--- src/rtl/imem_axil_bridge_if.sv ---
// Fetch-unit request/response and AXI4-Lite read-channel signals of the instruction-memory bridge.
// master = bridge side; slave = fetch unit plus memory side.
interface imem_axil_bridge_if;
  logic [31:0] req_addr;
  logic        req_valid;
  logic        resp_valid;
  logic [31:0] resp_data;
  logic        resp_err;
  logic        flush;
  logic [31:0] m_araddr;
  logic        m_arvalid;
  logic        m_arready;
  logic [2:0]  m_arprot;
  logic [31:0] m_rdata;
  logic [1:0]  m_rresp;
  logic        m_rvalid;
  logic        m_rready;

  modport master (
    input  req_addr, req_valid, flush, m_arready, m_rdata, m_rresp, m_rvalid,
    output resp_valid, resp_data, resp_err, m_araddr, m_arvalid, m_arprot, m_rready
  );

  modport slave (
    output req_addr, req_valid, flush, m_arready, m_rdata, m_rresp, m_rvalid,
    input  resp_valid, resp_data, resp_err, m_araddr, m_arvalid, m_arprot, m_rready
  );
endinterface

--- src/rtl/imem_axil_bridge.sv ---
// Fetch-to-AXI4-Lite read bridge, one outstanding read; resp_valid 3 cycles after request (1 for misaligned/hit).
// AR/R stall indefinitely on arready/rvalid with stable arvalid/araddr; IMEM_LAST_HIT_EN adds a one-entry last-hit buffer.
module imem_axil_bridge #(
  parameter logic [2:0]  ARPROT_VAL    = 3'b100,
  parameter logic [31:0] RESP_ERR_DATA = 32'h0000_0013
) (
  input  logic               clk,
  input  logic               rst,
  imem_axil_bridge_if.master bus
);

  localparam logic [1:0] S_IDLE = 2'd0;
  localparam logic [1:0] S_AR   = 2'd1;
  localparam logic [1:0] S_R    = 2'd2;
  localparam logic [1:0] S_RESP = 2'd3;

  logic [1:0]  state_q, state_d;
  logic [31:0] araddr_q, araddr_d;
  logic        arvalid_q, arvalid_d;
  logic        rready_q, rready_d;
  logic        resp_valid_q, resp_valid_d;
  logic        resp_err_q, resp_err_d;
  logic [31:0] resp_data_q, resp_data_d;

  logic        lookup_hit;
  logic [31:0] lookup_dat;

  always_comb begin
    state_d      = state_q;
    araddr_d     = araddr_q;
    arvalid_d    = arvalid_q;
    rready_d     = rready_q;
    resp_valid_d = 1'b0;
    resp_err_d   = resp_err_q;
    resp_data_d  = resp_data_q;
    case (state_q)
      S_IDLE: begin
        if (bus.req_valid) begin
          if (bus.req_addr[1:0] != 2'b00) begin
            state_d      = S_RESP;
            resp_valid_d = 1'b1;
            resp_err_d   = 1'b1;
            resp_data_d  = RESP_ERR_DATA;
          end else if (lookup_hit) begin
            state_d      = S_RESP;
            resp_valid_d = 1'b1;
            resp_err_d   = 1'b0;
            resp_data_d  = lookup_dat;
          end else begin
            araddr_d  = bus.req_addr;
            arvalid_d = 1'b1;
            state_d   = S_AR;
          end
        end
      end
      S_AR: begin
        if (bus.m_arready) begin
          arvalid_d = 1'b0;
          rready_d  = 1'b1;
          state_d   = S_R;
        end
      end
      S_R: begin
        if (bus.m_rvalid) begin
          rready_d     = 1'b0;
          resp_valid_d = 1'b1;
          state_d      = S_RESP;
          if (bus.m_rresp == 2'b00) begin
            resp_err_d  = 1'b0;
            resp_data_d = bus.m_rdata;
          end else begin
            resp_err_d  = 1'b1;
            resp_data_d = RESP_ERR_DATA;
          end
        end
      end
      S_RESP: state_d = S_IDLE;
      default: state_d = S_IDLE;
    endcase
  end

  always_ff @(posedge clk) begin
    if (rst) begin
      state_q      <= S_IDLE;
      araddr_q     <= '0;
      arvalid_q    <= 1'b0;
      rready_q     <= 1'b0;
      resp_valid_q <= 1'b0;
      resp_err_q   <= 1'b0;
      resp_data_q  <= '0;
    end else begin
      state_q      <= state_d;
      araddr_q     <= araddr_d;
      arvalid_q    <= arvalid_d;
      rready_q     <= rready_d;
      resp_valid_q <= resp_valid_d;
      resp_err_q   <= resp_err_d;
      resp_data_q  <= resp_data_d;
    end
  end

`ifdef IMEM_LAST_HIT_EN
  logic        hit_vld_q, hit_vld_d;
  logic [29:0] hit_tag_q, hit_tag_d;
  logic [31:0] hit_dat_q, hit_dat_d;
  logic        no_fill_q, no_fill_d;
  logic        fill;

  assign fill       = (state_q == S_R) && bus.m_rvalid && (bus.m_rresp == 2'b00);
  assign lookup_hit = hit_vld_q && !bus.flush && (hit_tag_q == bus.req_addr[31:2]);
  assign lookup_dat = hit_dat_q;

  // A flush seen while the read is in flight poisons that read's fill.
  always_comb begin
    hit_vld_d = hit_vld_q;
    hit_tag_d = hit_tag_q;
    hit_dat_d = hit_dat_q;
    no_fill_d = (state_q == S_IDLE) ? 1'b0 : (no_fill_q | bus.flush);
    if (fill && !no_fill_q) begin
      hit_vld_d = 1'b1;
      hit_tag_d = araddr_q[31:2];
      hit_dat_d = bus.m_rdata;
    end
    if (bus.flush) begin
      hit_vld_d = 1'b0;
    end
  end

  always_ff @(posedge clk) begin
    if (rst) begin
      hit_vld_q <= 1'b0;
      hit_tag_q <= '0;
      hit_dat_q <= '0;
      no_fill_q <= 1'b0;
    end else begin
      hit_vld_q <= hit_vld_d;
      hit_tag_q <= hit_tag_d;
      hit_dat_q <= hit_dat_d;
      no_fill_q <= no_fill_d;
    end
  end
`else
  logic unused_flush;
  assign unused_flush = bus.flush;
  assign lookup_hit   = 1'b0;
  assign lookup_dat   = '0;
`endif

  assign bus.m_araddr   = araddr_q;
  assign bus.m_arvalid  = arvalid_q;
  assign bus.m_arprot   = ARPROT_VAL;
  assign bus.m_rready   = rready_q;
  assign bus.resp_valid = resp_valid_q;
  assign bus.resp_data  = resp_data_q;
  assign bus.resp_err   = resp_err_q;

endmodule

--- src/flat_wrapper.sv ---
// flat-port wrapper written by rule: the top's interface ports become plain ports
module imem_axil_bridge_flat 
#(
  parameter logic [2:0]  ARPROT_VAL    = 3'b100,
  parameter logic [31:0] RESP_ERR_DATA = 32'h0000_0013
)
  (clk, rst, bus_req_addr, bus_req_valid, bus_flush, bus_m_arready, bus_m_rdata, bus_m_rresp, bus_m_rvalid, bus_resp_valid, bus_resp_data, bus_resp_err, bus_m_araddr, bus_m_arvalid, bus_m_arprot, bus_m_rready);
  imem_axil_bridge_if bus_i ();
  input  logic clk;
  input  logic rst;
  input wire logic [$bits(bus_i.req_addr)-1:0] bus_req_addr;
  input wire logic [$bits(bus_i.req_valid)-1:0] bus_req_valid;
  input wire logic [$bits(bus_i.flush)-1:0] bus_flush;
  input wire logic [$bits(bus_i.m_arready)-1:0] bus_m_arready;
  input wire logic [$bits(bus_i.m_rdata)-1:0] bus_m_rdata;
  input wire logic [$bits(bus_i.m_rresp)-1:0] bus_m_rresp;
  input wire logic [$bits(bus_i.m_rvalid)-1:0] bus_m_rvalid;
  output wire logic [$bits(bus_i.resp_valid)-1:0] bus_resp_valid;
  output wire logic [$bits(bus_i.resp_data)-1:0] bus_resp_data;
  output wire logic [$bits(bus_i.resp_err)-1:0] bus_resp_err;
  output wire logic [$bits(bus_i.m_araddr)-1:0] bus_m_araddr;
  output wire logic [$bits(bus_i.m_arvalid)-1:0] bus_m_arvalid;
  output wire logic [$bits(bus_i.m_arprot)-1:0] bus_m_arprot;
  output wire logic [$bits(bus_i.m_rready)-1:0] bus_m_rready;
  assign bus_i.req_addr = bus_req_addr;
  assign bus_i.req_valid = bus_req_valid;
  assign bus_i.flush = bus_flush;
  assign bus_i.m_arready = bus_m_arready;
  assign bus_i.m_rdata = bus_m_rdata;
  assign bus_i.m_rresp = bus_m_rresp;
  assign bus_i.m_rvalid = bus_m_rvalid;
  assign bus_resp_valid = bus_i.resp_valid;
  assign bus_resp_data = bus_i.resp_data;
  assign bus_resp_err = bus_i.resp_err;
  assign bus_m_araddr = bus_i.m_araddr;
  assign bus_m_arvalid = bus_i.m_arvalid;
  assign bus_m_arprot = bus_i.m_arprot;
  assign bus_m_rready = bus_i.m_rready;
  imem_axil_bridge #(.ARPROT_VAL(ARPROT_VAL), .RESP_ERR_DATA(RESP_ERR_DATA)) u_core (.clk(clk), .rst(rst), .bus(bus_i));
endmodule
--- config.mk ---
export PLATFORM = sky130hd
export DESIGN_NAME = imem_axil_bridge_flat
export DESIGN_NICKNAME = d
export VERILOG_FILES = /design/src/rtl/imem_axil_bridge_if.sv /design/src/rtl/imem_axil_bridge.sv /design/src/flat_wrapper.sv
export SDC_FILE = /design/constraint.sdc
export NUM_CORES = 1
export LEC_CHECK = 0
export CAP_MARGIN = 20
export CELL_PAD_IN_SITES_DETAIL_PLACEMENT = 1
export CELL_PAD_IN_SITES_GLOBAL_PLACEMENT = 1
export CORE_UTILIZATION = 28
export DETAILED_ROUTE_END_ITERATION = 7
export GPL_TIMING_DRIVEN = 1
export PLACE_DENSITY = 0.91
export SETUP_SLACK_MARGIN = 0.15
export SLEW_MARGIN = 20
export SYNTH_ARGS = -nofsm -noshare
export SYNTH_HDL_FRONTEND = slang
export SYNTH_SLANG_ARGS = --single-unit
--- constraint.sdc ---
create_clock -name clk -period 2 [get_ports clk]
set_input_delay 0.2 -clock clk [delete_from_list [all_inputs] [get_ports clk]]
set_output_delay 0.2 -clock clk [all_outputs]
set_load 0.01 [all_outputs]
==> run metrics, run 1 <==
synthesis warning total=0; number of core rows=35; Area Overhead vs Synth=66.82%; status=completed; post-synthesis simple-gate area fraction=20.48%; area of all placed cells without fillers=4504 µm²; most used cells in the layout excluding fill and tap cells=137 x sky130_fd_sc_hd__clkdlybuf4s50_1, 68 x sky130_fd_sc_hd__dfxtp_1, 63 x sky130_fd_sc_hd__nand2_1; power per unit of standard cell area=934.6 nW/µm²; end of the critical path=u_core.bus.resp_data[29]$_SDFFE_PP0P_; CTS Root Cell=sky130_fd_sc_hd__clkbuf_8; arithmetic-cell share of the synthesized area counting full adders, half adders and majority gates=1.854%; portion of netlist area occupied by mux cells=0.7414%; CORE AREA=9284 µm²; endpoint class of the critical path=flip-flop; Hold Vio Cnt, Final=0; XOR/XNOR Fraction of Synth Area=0%; worst-path cell with the longest stage delay=sky130_fd_sc_hd__dfxtp_2; Inserted Diodes=0; first-pass GRT wire length=12.95 mm; global-route total usage across every layer=16.50%; worst flop-to-flop path startpoint=u_core.state_q[0]$_SDFFE_PP0P_; starting density of the core=29.08%; floorplan die width=100.2 µm; unique cell type count in the Yosys netlist=24; Vias per Instance=4.651; number of top-level design ports=143; worst vdd rail ir drop=0.4686 mV; height of the die=100.2 µm; peak fanout along the critical path=13; worst setup path start=u_core.state_q[0]$_SDFFE_PP0P_; buffer and inverter count on the worst path=3; register bit count reported by yosys=70; setup slack after placement=167.8 ps; DRC errors left=0; fill cell instance count of the final layout=1,083; routability congestion estimate from global placement=0.7117; endpoint arrival time on the critical path=1980 ps; via count=2,651; routed len/inst=14.85 µm; number of clock buffers inserted by TritonCTS=9; residual antenna-violating net count after detailed routing=0; area of the die=10,040 µm²; count of mapped cells out of synthesis=300; Final setup violation count=0; reg2reg path depth=8; RSZ-0062 raised after global routing=false; number of port buffers=138; WP depth=8; final worst-path cycle share=87.93%; number of nets in the layout=512; biggest cell delay along the critical path=330 ps; area fraction in compound gates after synthesis=18.54%; slew at the pin with the worst max-slew slack=503.1 ps; most repeated library cell on the critical path=sky130_fd_sc_hd__buf_12; drt initial violations=67; cell area after synthesis=2700 µm²; Skew-Pair Late Insertion Delay=330 ps; number of detailed-route iterations in the first pass=4; Setup WS post-layout=241.4 ps; total grt overflow=0; Bufs on Longest Clock Path=2; post-route clock skew=8.428 ps; static leakage=0.001616 µW; worst rel slew slack=66.46%; Mean Syn Cell Area=9.000 µm²; largest family of logic cells by synthesized area=simple AND/OR/NAND/NOR gates; setup TNS after final layout=0 ps; Max Clock Freq=0.5686 GHz; setup slack, reg-to-reg=240 ps; clock tree from TritonCTS=built; pin count of the biggest net entering global routing=51; max-slew violation count=0; routed wire length=8.464 mm; maxcap violations=0; cells along the critical path=inv_1, ha_2, o211ai_1, a21oi_4, buf_12, buf_12, nor3b_1, a31o_2; Cell Area, Placed=4207 µm²; filler-free cell count of the finished design=570; type of the worst setup path=flip-flop to flip-flop; maximum level of the CTS H-tree=3; post-CTS clock slew at the launch and capture registers of the worst setup and hold paths=70 ps; worst hold-check path type=input pin to flip-flop; via count of the first global-routing pass=2,775; kind of start point of the critical path=flip-flop; CP delay by family, top=compound AO/OA/AOI/OAI gates; R2R Path End=u_core.bus.resp_data[29]$_SDFFE_PP0P_; share of synthesized area occupied by flip-flops and latches=51.90%; ratio of cells with drive above 1 in the final layout=14.74%; antenna violations before repair=0; Required @ worst endpoint=2220 ps; leading cell type in the layout, fill and taps excluded=sky130_fd_sc_hd__clkdlybuf4s50_1; minimum clock period after layout=1759 ps; Detailed Place HPWL=6.080 mm; clock sinks=70; Placed Cells=550
## per-stage QoR
| step | hold WS (ps) | util, % | total power (µW) |
|---|---|---|---|
| floorplan | 334.7 | - | 2337 |
| detailed placement | 446.4 | 45.31 | 2861 |
| CTS | 314.4 | 47.45 | 4020 |
| finish | 326.9 | 48.52 | 4210 |
| global route | 333.3 | 48.52 | 4487 |
| global placement | 441.4 | 45.31 | 2793 |
## final cells by class
class                   count  area (µm²)  share of cell area [%]
clock buffers              10       137.6                   3.056
repair buffers            152        1554                   34.50
multi-input cells         198        1167                   25.92
flip-flops and latches     70        1404                   31.17
inverters                   5       18.77                  0.4167
well taps                 129       161.4                   3.583
clock inverters             6       61.31                   1.361
## cell families (layout without fill, tap and decap cells)
| group | Yosys count | in the layout |
|---|---|---|
| AND/OR/NAND/NOR | 114 | 114 |
| AO/OA/AOI/OAI | 75 | 75 |
| flip-flops | 70 | 70 |
| buffers and inverters | 33 | 173 |
| adder cells (fa/ha/maj) | 4 | 4 |
| other | 2 | 3 |
| multiplexers | 2 | 2 |
## power by group
part           internal (µW)  switching [µW]  total (µW)
Clock                    606             532        1140
Combinational            745             744        1490
Sequential              1520            64.1        1580
## worst min-delay path by stage
stage                                                    start                                    end  slack [ps]  cells past startpoint
after floorplan                                bus_m_rdata[24]  u_core.bus.resp_data[24]$_SDFFE_PP0P_         330                      1
after detailed placement  u_core.bus.m_araddr[22]$_SDFFE_PP0P_   u_core.bus.m_araddr[22]$_SDFFE_PP0P_         450                      2
after global routing                                       rst       u_core.bus.resp_err$_SDFFE_PP0P_         330                      2
after CTS                                                  rst       u_core.bus.resp_err$_SDFFE_PP0P_         310                      2
after global placement    u_core.bus.m_araddr[31]$_SDFFE_PP0P_   u_core.bus.m_araddr[31]$_SDFFE_PP0P_         440                      2
final                                                      rst       u_core.bus.resp_err$_SDFFE_PP0P_         330                      2
## per-layer routing
| metal | vias up | global-route usage [%] | wire length [µm] |
|---|---|---|---|
| met5 | - | 0 | 0 |
| met4 | 0 | 5.686 | 85 |
| met3 | 10 | 6.546 | 677 |
| met2 | 98 | 28.93 | 4283 |
| met1 | 1248 | 18.07 | 3418 |
| li1 | 1295 | - | - |
## flip-flops by register name (all words and copies together), names as in the netlist
signal                 count
u_core.bus.resp_err        1
u_core.bus.m_rready        1
u_core.bus.resp_valid      1
u_core.bus.m_arvalid       1
u_core.bus.resp_data      32
u_core.state_q             2
u_core.bus.m_araddr       32
## cells in the mapped netlist
cell | count | area [µm²]
sky130_fd_sc_hd__inv_1 | 5 | 18.77
sky130_fd_sc_hd__dfxtp_1 | 70 | 1401
sky130_fd_sc_hd__o211ai_1 | 1 | 7.510
sky130_fd_sc_hd__a221oi_1 | 1 | 8.760
sky130_fd_sc_hd__buf_1 | 2 | 7.510
sky130_fd_sc_hd__nand2b_1 | 1 | 6.260
sky130_fd_sc_hd__a31o_2 | 26 | 227.7
sky130_fd_sc_hd__nand3_1 | 1 | 5.000
sky130_fd_sc_hd__ha_1 | 4 | 50.05
sky130_fd_sc_hd__clkbuf_1 | 9 | 33.78
sky130_fd_sc_hd__nand2_1 | 63 | 236.5
sky130_fd_sc_hd__conb_1 | 2 | 7.510
sky130_fd_sc_hd__buf_2 | 11 | 55.05
sky130_fd_sc_hd__nor2_1 | 16 | 60.06
sky130_fd_sc_hd__and3_1 | 1 | 6.260
sky130_fd_sc_hd__a31o_1 | 3 | 26.28
sky130_fd_sc_hd__buf_6 | 2 | 22.52
sky130_fd_sc_hd__buf_4 | 4 | 30.03
sky130_fd_sc_hd__o21ai_0 | 2 | 10.01
sky130_fd_sc_hd__nor2b_1 | 1 | 6.260
sky130_fd_sc_hd__nor3b_1 | 31 | 232.7
sky130_fd_sc_hd__a21oi_1 | 38 | 190.2
sky130_fd_sc_hd__mux2i_1 | 2 | 20.02
sky130_fd_sc_hd__a211oi_1 | 4 | 30.03
## what timing repair did
action,CTS,global route
buffers inserted,0,2
gates resized for setup,0,7
setup endpoints to repair,0,33
hold buffers,0,0
Note: power is estimated with default switching activity, not from simulation.
==> run 2: changes to the inputs <==
--- a/config.mk
+++ b/config.mk
@@ -10,7 +10,9 @@
 export CELL_PAD_IN_SITES_GLOBAL_PLACEMENT = 1
 export CORE_UTILIZATION = 28
 export DETAILED_ROUTE_END_ITERATION = 7
+export GPL_ROUTABILITY_DRIVEN = 0
 export GPL_TIMING_DRIVEN = 1
+export HOLD_SLACK_MARGIN = 0.03
 export PLACE_DENSITY = 0.91
 export SETUP_SLACK_MARGIN = 0.15
 export SLEW_MARGIN = 20
==> results of run 2 <==
The final DEF is identical to that of run 1; final timing and power are the same.
